### config.mk
export PLATFORM = sky130hd
export DESIGN_NAME = gpio_bus_master
export DESIGN_NICKNAME = d
export VERILOG_FILES = /design/src/rtl/gpio_bus_pkg.sv /design/src/rtl/bus_master_down_counter.sv /design/src/rtl/gpio_bus_master.sv
export SDC_FILE = /design/constraint.sdc
export NUM_CORES = 1
export LEC_CHECK = 0
export ABC_AREA = 1
export CAP_MARGIN = 25
export CORE_ASPECT_RATIO = 0.5
export CORE_UTILIZATION = 35
export CTS_BUF_LIST = sky130_fd_sc_hd__clkbuf_16
export DETAILED_ROUTE_END_ITERATION = 12
export PLACE_DENSITY = 0.59
export SLEW_MARGIN = 10
export SYNTH_ARGS = -nofsm -noshare
export SYNTH_HDL_FRONTEND = slang
export SYNTH_SLANG_ARGS = --single-unit
### constraint.sdc
create_clock -name clk -period 5.27 [get_ports clk]
set_input_delay 1.3175 -clock clk [delete_from_list [all_inputs] [get_ports clk]]
set_output_delay 1.3175 -clock clk [all_outputs]
set_load 0.1 [all_outputs]
### src/rtl/gpio_bus_pkg.sv
// Shared definitions for the GPIO bus master.
// Op codes, FSM states and GPIO register offsets.
package gpio_bus_pkg;

  typedef enum logic [1:0] {
    OP_WRITE = 2'b00,
    OP_READ  = 2'b01,
    OP_POLL  = 2'b10,
    OP_RSVD  = 2'b11
  } op_t;

  typedef enum logic [2:0] {
    IDLE,
    WRITE,
    READ,
    POLL_RD,
    POLL_WAIT,
    RESP
  } state_t;

  localparam logic [7:0] REG_DATA = 8'h0;
  localparam logic [7:0] REG_DIR  = 8'h4;
  localparam logic [7:0] REG_READ = 8'h8;

endpackage

### src/rtl/bus_master_down_counter.sv
// Loadable down counter with a zero flag.
// Saturates at zero; load wins over decrement.
module bus_master_down_counter #(
  parameter int WIDTH = 16
) (
  input  logic             clk,
  input  logic             reset,
  input  logic             load,
  input  logic [WIDTH-1:0] load_val,
  input  logic             dec,
  output logic             zero
);

  logic [WIDTH-1:0] count;

  assign zero = (count == '0);

  // count register: load, else decrement until zero
  always_ff @(posedge clk or posedge reset) begin
    if (reset) begin
      count <= '0;
    end else if (load) begin
      count <= load_val;
    end else if (dec && !zero) begin
      count <= count - WIDTH'(1);
    end
  end

endmodule

### src/rtl/gpio_bus_master.sv
// Single-outstanding command bus master for GPIO registers.
// Supports write, read and masked poll with gap and attempt limit.
module gpio_bus_master
  import gpio_bus_pkg::*;
#(
  parameter int ADDR_WIDTH = 4,
  parameter int DATA_WIDTH = 32,
  parameter int CNT_WIDTH  = 16
) (
  input  logic                  clk,
  input  logic                  reset,
  input  logic                  cmd_valid,
  output logic                  cmd_ready,
  input  logic [1:0]            cmd_op,
  input  logic [ADDR_WIDTH-1:0] cmd_addr,
  input  logic [DATA_WIDTH-1:0] cmd_data,
  input  logic [DATA_WIDTH-1:0] cmd_mask,
  input  logic [CNT_WIDTH-1:0]  poll_limit,
  input  logic [7:0]            poll_gap,
  output logic                  rsp_valid,
  input  logic                  rsp_ready,
  output logic [DATA_WIDTH-1:0] rsp_data,
  output logic                  rsp_err,
  output logic                  o_sel,
  output logic                  o_we,
  output logic [ADDR_WIDTH-1:0] o_addr,
  output logic [DATA_WIDTH-1:0] o_wdata,
  input  logic [DATA_WIDTH-1:0] i_rdata
);

  state_t state, state_next;

  logic [ADDR_WIDTH-1:0] addr_q;
  logic [DATA_WIDTH-1:0] data_q;
  logic [DATA_WIDTH-1:0] mask_q;

  logic                 accept;
  logic                 hit;
  logic                 att_last;
  logic                 gap_done;
  logic [CNT_WIDTH-1:0] att_load;

  assign accept = cmd_valid && cmd_ready;
  assign hit    = ((i_rdata ^ data_q) & mask_q) == '0;

  // attempts remaining after this read; limit 0 behaves as 1
  assign att_load = (poll_limit == '0) ? '0
                  : poll_limit - CNT_WIDTH'(1);

  bus_master_down_counter #(.WIDTH(CNT_WIDTH)) u_att (
    .clk      (clk),
    .reset    (reset),
    .load     (accept),
    .load_val (att_load),
    .dec      (state == POLL_RD),
    .zero     (att_last)
  );

  // gap counter loads gap-1 so POLL_WAIT lasts exactly poll_gap cycles
  bus_master_down_counter #(.WIDTH(8)) u_gap (
    .clk      (clk),
    .reset    (reset),
    .load     (state == POLL_RD),
    .load_val (poll_gap - 8'd1),
    .dec      (state == POLL_WAIT),
    .zero     (gap_done)
  );

  assign cmd_ready = (state == IDLE);
  assign rsp_valid = (state == RESP);
  assign o_sel     = (state == WRITE) || (state == READ)
                  || (state == POLL_RD);
  assign o_we      = (state == WRITE);
  assign o_addr    = addr_q;
  assign o_wdata   = data_q;

  // state register
  always_ff @(posedge clk or posedge reset) begin
    if (reset) state <= IDLE;
    else       state <= state_next;
  end

  // next-state decode
  always_comb begin
    state_next = state;
    unique case (state)
      IDLE: begin
        if (cmd_valid) begin
          unique case (op_t'(cmd_op))
            OP_WRITE: state_next = WRITE;
            OP_READ:  state_next = READ;
            OP_POLL:  state_next = POLL_RD;
            OP_RSVD:  state_next = RESP;
          endcase
        end
      end
      WRITE:   state_next = RESP;
      READ:    state_next = RESP;
      POLL_RD: begin
        if (hit || att_last)     state_next = RESP;
        else if (poll_gap == '0) state_next = POLL_RD;
        else                     state_next = POLL_WAIT;
      end
      POLL_WAIT: if (gap_done) state_next = POLL_RD;
      RESP:      if (rsp_ready) state_next = IDLE;
      default:   state_next = IDLE;
    endcase
  end

  // latch command fields on accept
  always_ff @(posedge clk or posedge reset) begin
    if (reset) begin
      addr_q <= '0;
      data_q <= '0;
      mask_q <= '0;
    end else if (accept) begin
      addr_q <= cmd_addr;
      data_q <= cmd_data;
      mask_q <= cmd_mask;
    end
  end

  // response payload; held untouched while in RESP
  always_ff @(posedge clk or posedge reset) begin
    if (reset) begin
      rsp_data <= '0;
      rsp_err  <= 1'b0;
    end else if (accept) begin
      rsp_data <= '0;
      rsp_err  <= (op_t'(cmd_op) == OP_RSVD);
    end else if (state == READ) begin
      rsp_data <= i_rdata;
    end else if (state == POLL_RD) begin
      rsp_data <= i_rdata;
      rsp_err  <= !hit && att_last;
    end
  end

endmodule

==> results by group <==
Floorplan
  – Die width: 199 um
  – Ports: 203
  – Die height: 101 um
  – Initial Util: 36.4%
  – Row count: 35
  – CORE AREA: 18700 sq um
  – Die ar.: 20100 sq um

Placement
  – Final HPWL DP: 14.4 mm
  – Placed cell area: 9070 sq um
  – Setup WS pre-CTS: 1.30 ns
  – GP Congestion: 0.832
  – Port-buffer cells: 202

Clock network
  – Cts repair resizes: 0
  – CTS Hold Bufs: 0
  – Clk root buf: clkbuf_16
  – Htree depth: 4
  – TritonCTS clock tree: done
  – Setup Buffers After CTS: 0
  – Clock sink count: 128
  – Max clock buf depth: 2
  – Clk_lat worst skew: 0.42 ns
  – Clock transition at path regs: 0.06 ns
  – CTS Buf Count: 17

Yosys
  – Yosys top cell area share: 47.0%
  – Post-synth top area cell: dfrtp_1
  – Async SR Flop Fraction: 100%
  – Synthesized instance count: 938
  – Syn_nets: 1075
  – Register area share after synthesis: 47.0%
  – Top-count cell post-synth: nand2_1
  – Synth top area cells: dfrtp_1 (47%), nand2_1 (17%), inv_1 (7.9%)
  – Post-synthesis register bit count: 128
  – XOR/XNOR Fraction of Synth Area: 1.93%
  – Top FF cell, synth: dfrtp_1
  – Synth cell types: 34
  – Commonest cells in the netlist: nand2_1 (308), inv_1 (144), dfrtp_1 (128), nor2_1 (92), o21ai_0 (59)
  – Fraction of the mapped netlist area in simple logic gates: 29.4%
  – Post-synthesis adder-cell area fraction: 1.29%
  – Largest family of logic cells by synthesized area: simple AND/OR/NAND/NOR gates
  – Synthesized area: 6810 sq um
  – Number of flops mapped to enable cells by yosys: 0
  – Syn. warnings: 0
  – Synth Area per Inst: 7.26 sq um
  – Complex-gate fraction of the synthesized area: 9.99%
  – Mux cell area share after synthesis: 0%

Worst setup path
  – Setup CP Type: reg2out
  – Crit path largest cell delay: 1.18 ns
  – Cells on worst reg2reg path: 12
  – Worst Path Required: 3.95 ns
  – Endpoint type of the worst setup path: output pin
  – CP Cell Sequence: nor2_4, nor2_1, clkdlybuf4s50_1
  – Slowest CP cell: clkdlybuf4s50_1
  – Crit path max fanout: 10
  – Arrival time worst endpoint: 2.43 ns
  – Worst setup SP type: register

Global routing
  – Busiest layer in global routing: met2
  – M3 GR Usage: 3.75%
  – Gr usage total: 20.7%
  – Vias in the first global route: 6519
  – GRT met1 Usage: 26.8%
  – Largest net degree at the start of global routing: 106
  – Grt met2 use: 35.0%
  – Total congestion overflow: 0
  – First-pass GRT wire length: 32.2 mm
  – Initial antenna violation count: 0

Finish
  – Area growth, synth to finish: 42.9%
  – # nets final: 1275
  – Layout cells sized above 1: 5.39%
  – Finished Cell Area: 9740 sq um
  – # diodes: 0

STA
  – Min cycle time layout: 3.74 ns
  – Final hold vios: 0
  – Setup TNS Final: 0 ns
  – Rel. slew slack: 31.5%
  – Final setup vio count: 0
  – Crit share post-route: 71.0%
  – Final Skew: 0.0105 ns
  – Maximum clock rate: 0.267 GHz
  – Worst Tran Pin Value: 1.02 ns
  – Final Max Slew Viols: 0
  – RSZ-0062 raised after global routing: false
  – Setup ws final: 1.53 ns

Route
  – Detailed Routing Iterations Pass 1: 5
  – Vias per inst: 4.60
  – Routed WL per cell: 14.0 um
  – Vias: 6481
  – Total Wirelength: 19.7 mm
  – Iter 0 DRT Violations: 268
  – Drc violations: 0
  – Final ANT Viol Nets: 0

Power and ir drop
  – Comb power frac: 57.1%
  – Clock share of power: 18.0%
  – Worst ir drop on vdd: 0.000241 V
  – Sw Share: 53.5%
  – Share of power burned in registers: 24.9%
  – Pwr Density: 711 nW/um^2
  – Pint: 3.22 mW
  – Sw Pwr: 3.71 mW
  – Pleak: 4.87 nW

Worst hold path
  – Worst hold path type: reg2reg
  – Hold Path Cell Cnt: 2

Outcome
  – Outcome: completed

Run
  – Max Cap Viol: 0
## final timing paths
check                                 startpoint                  endpoint  slack [ns]
setup reg to reg            state[1]$_DFFE_PP0P_  rsp_data[21]$_DFFE_PP0P_        2.80
min in group asynchronous                  reset   o_wdata[26]$_DFFE_PP0P_        1.27
setup / recovery            state[1]$_DFFE_PP0P_                     o_sel        1.53
hold reg to reg            o_addr[3]$_DFFE_PP0P_     o_addr[3]$_DFFE_PP0P_        0.47
hold / removal             o_addr[3]$_DFFE_PP0P_     o_addr[3]$_DFFE_PP0P_        0.47
max in group asynchronous                  reset     mask_q[6]$_DFFE_PP0P_        3.32
## cells in the final DEF, fill, tap and decap left out, drive strengths merged, types with 4 or more instances in the layout
cell type,instances
a31oi,6
nand2,309
o21ai,65
nor4,4
clkbuf,17
bufinv,4
nand4,5
a32oi,4
clkinv,4
ha,7
xor2,13
nor3,9
nor2,97
clkdlybuf4s50,202
buf,7
dfrtp,128
o22ai,4
a21oi,40
nand3,58
or2,4
inv,156
## power groups by stage
stage | clock, mW | combinational (mW) | sequential (mW)
global route | 1.32 | 4.27 | 1.78
CTS | 1.27 | 3.98 | 1.72
detailed placement | 0 | 3.96 | 1.74
global placement | 0 | 3.92 | 1.73
finish | 1.25 | 3.96 | 1.72
floorplan | 0 | 1.38 | 3.32
## per-layer routing
metal	wire length, um	vias up
met5	0	-
met4	310	0
met3	753	18
met2	9520	117
met1	9100	3032
li1	-	3314
## critical path: cells and delay by family, from the launching register on
family	cells	cell delay [ns]
flops	1	0.58
simple gates	2	0.25
buf+inv	1	1.18
## logic make-up after synthesis
logic type | after synthesis
and+or+nand+nor | 486
buffers and inverters | 179
DFF | 128
AOI/OAI and AO/OA | 123
xor gates and xnor gates | 15
adders and majority gates | 7
## sequential cells by signal, indices dropped and copies added, names as in the netlist
register     cells
rsp_data        32
rsp_err          1
u_att.count     16
state            3
mask_q          32
u_gap.count      8
o_wdata         32
o_addr           4
## per-stage QoR
step,hold slack (ns),cells,utilization [%],power [mW]
final,0.469,1410,52.0,6.93
after floorplan,0.443,938,-,4.70
after global routing,0.500,1410,52.0,7.37
after global placement,0.454,1376,48.4,5.65
after detailed placement,0.460,1376,48.4,5.70
after CTS,0.474,1408,51.7,6.97
## final cells by class
| cell class | instances | area [sq um] |
|---|---|---|
| inverter | 151 | 569 |
| timing repair buffer | 209 | 2120 |
| fill | 1841 | 9000 |
| multi-input combinational | 631 | 2900 |
| tap | 259 | 324 |
| clock inverter | 15 | 195 |
| sequential | 128 | 3200 |
| clock buffer | 17 | 425 |
Note: power is estimated with default switching activity, not from simulation.
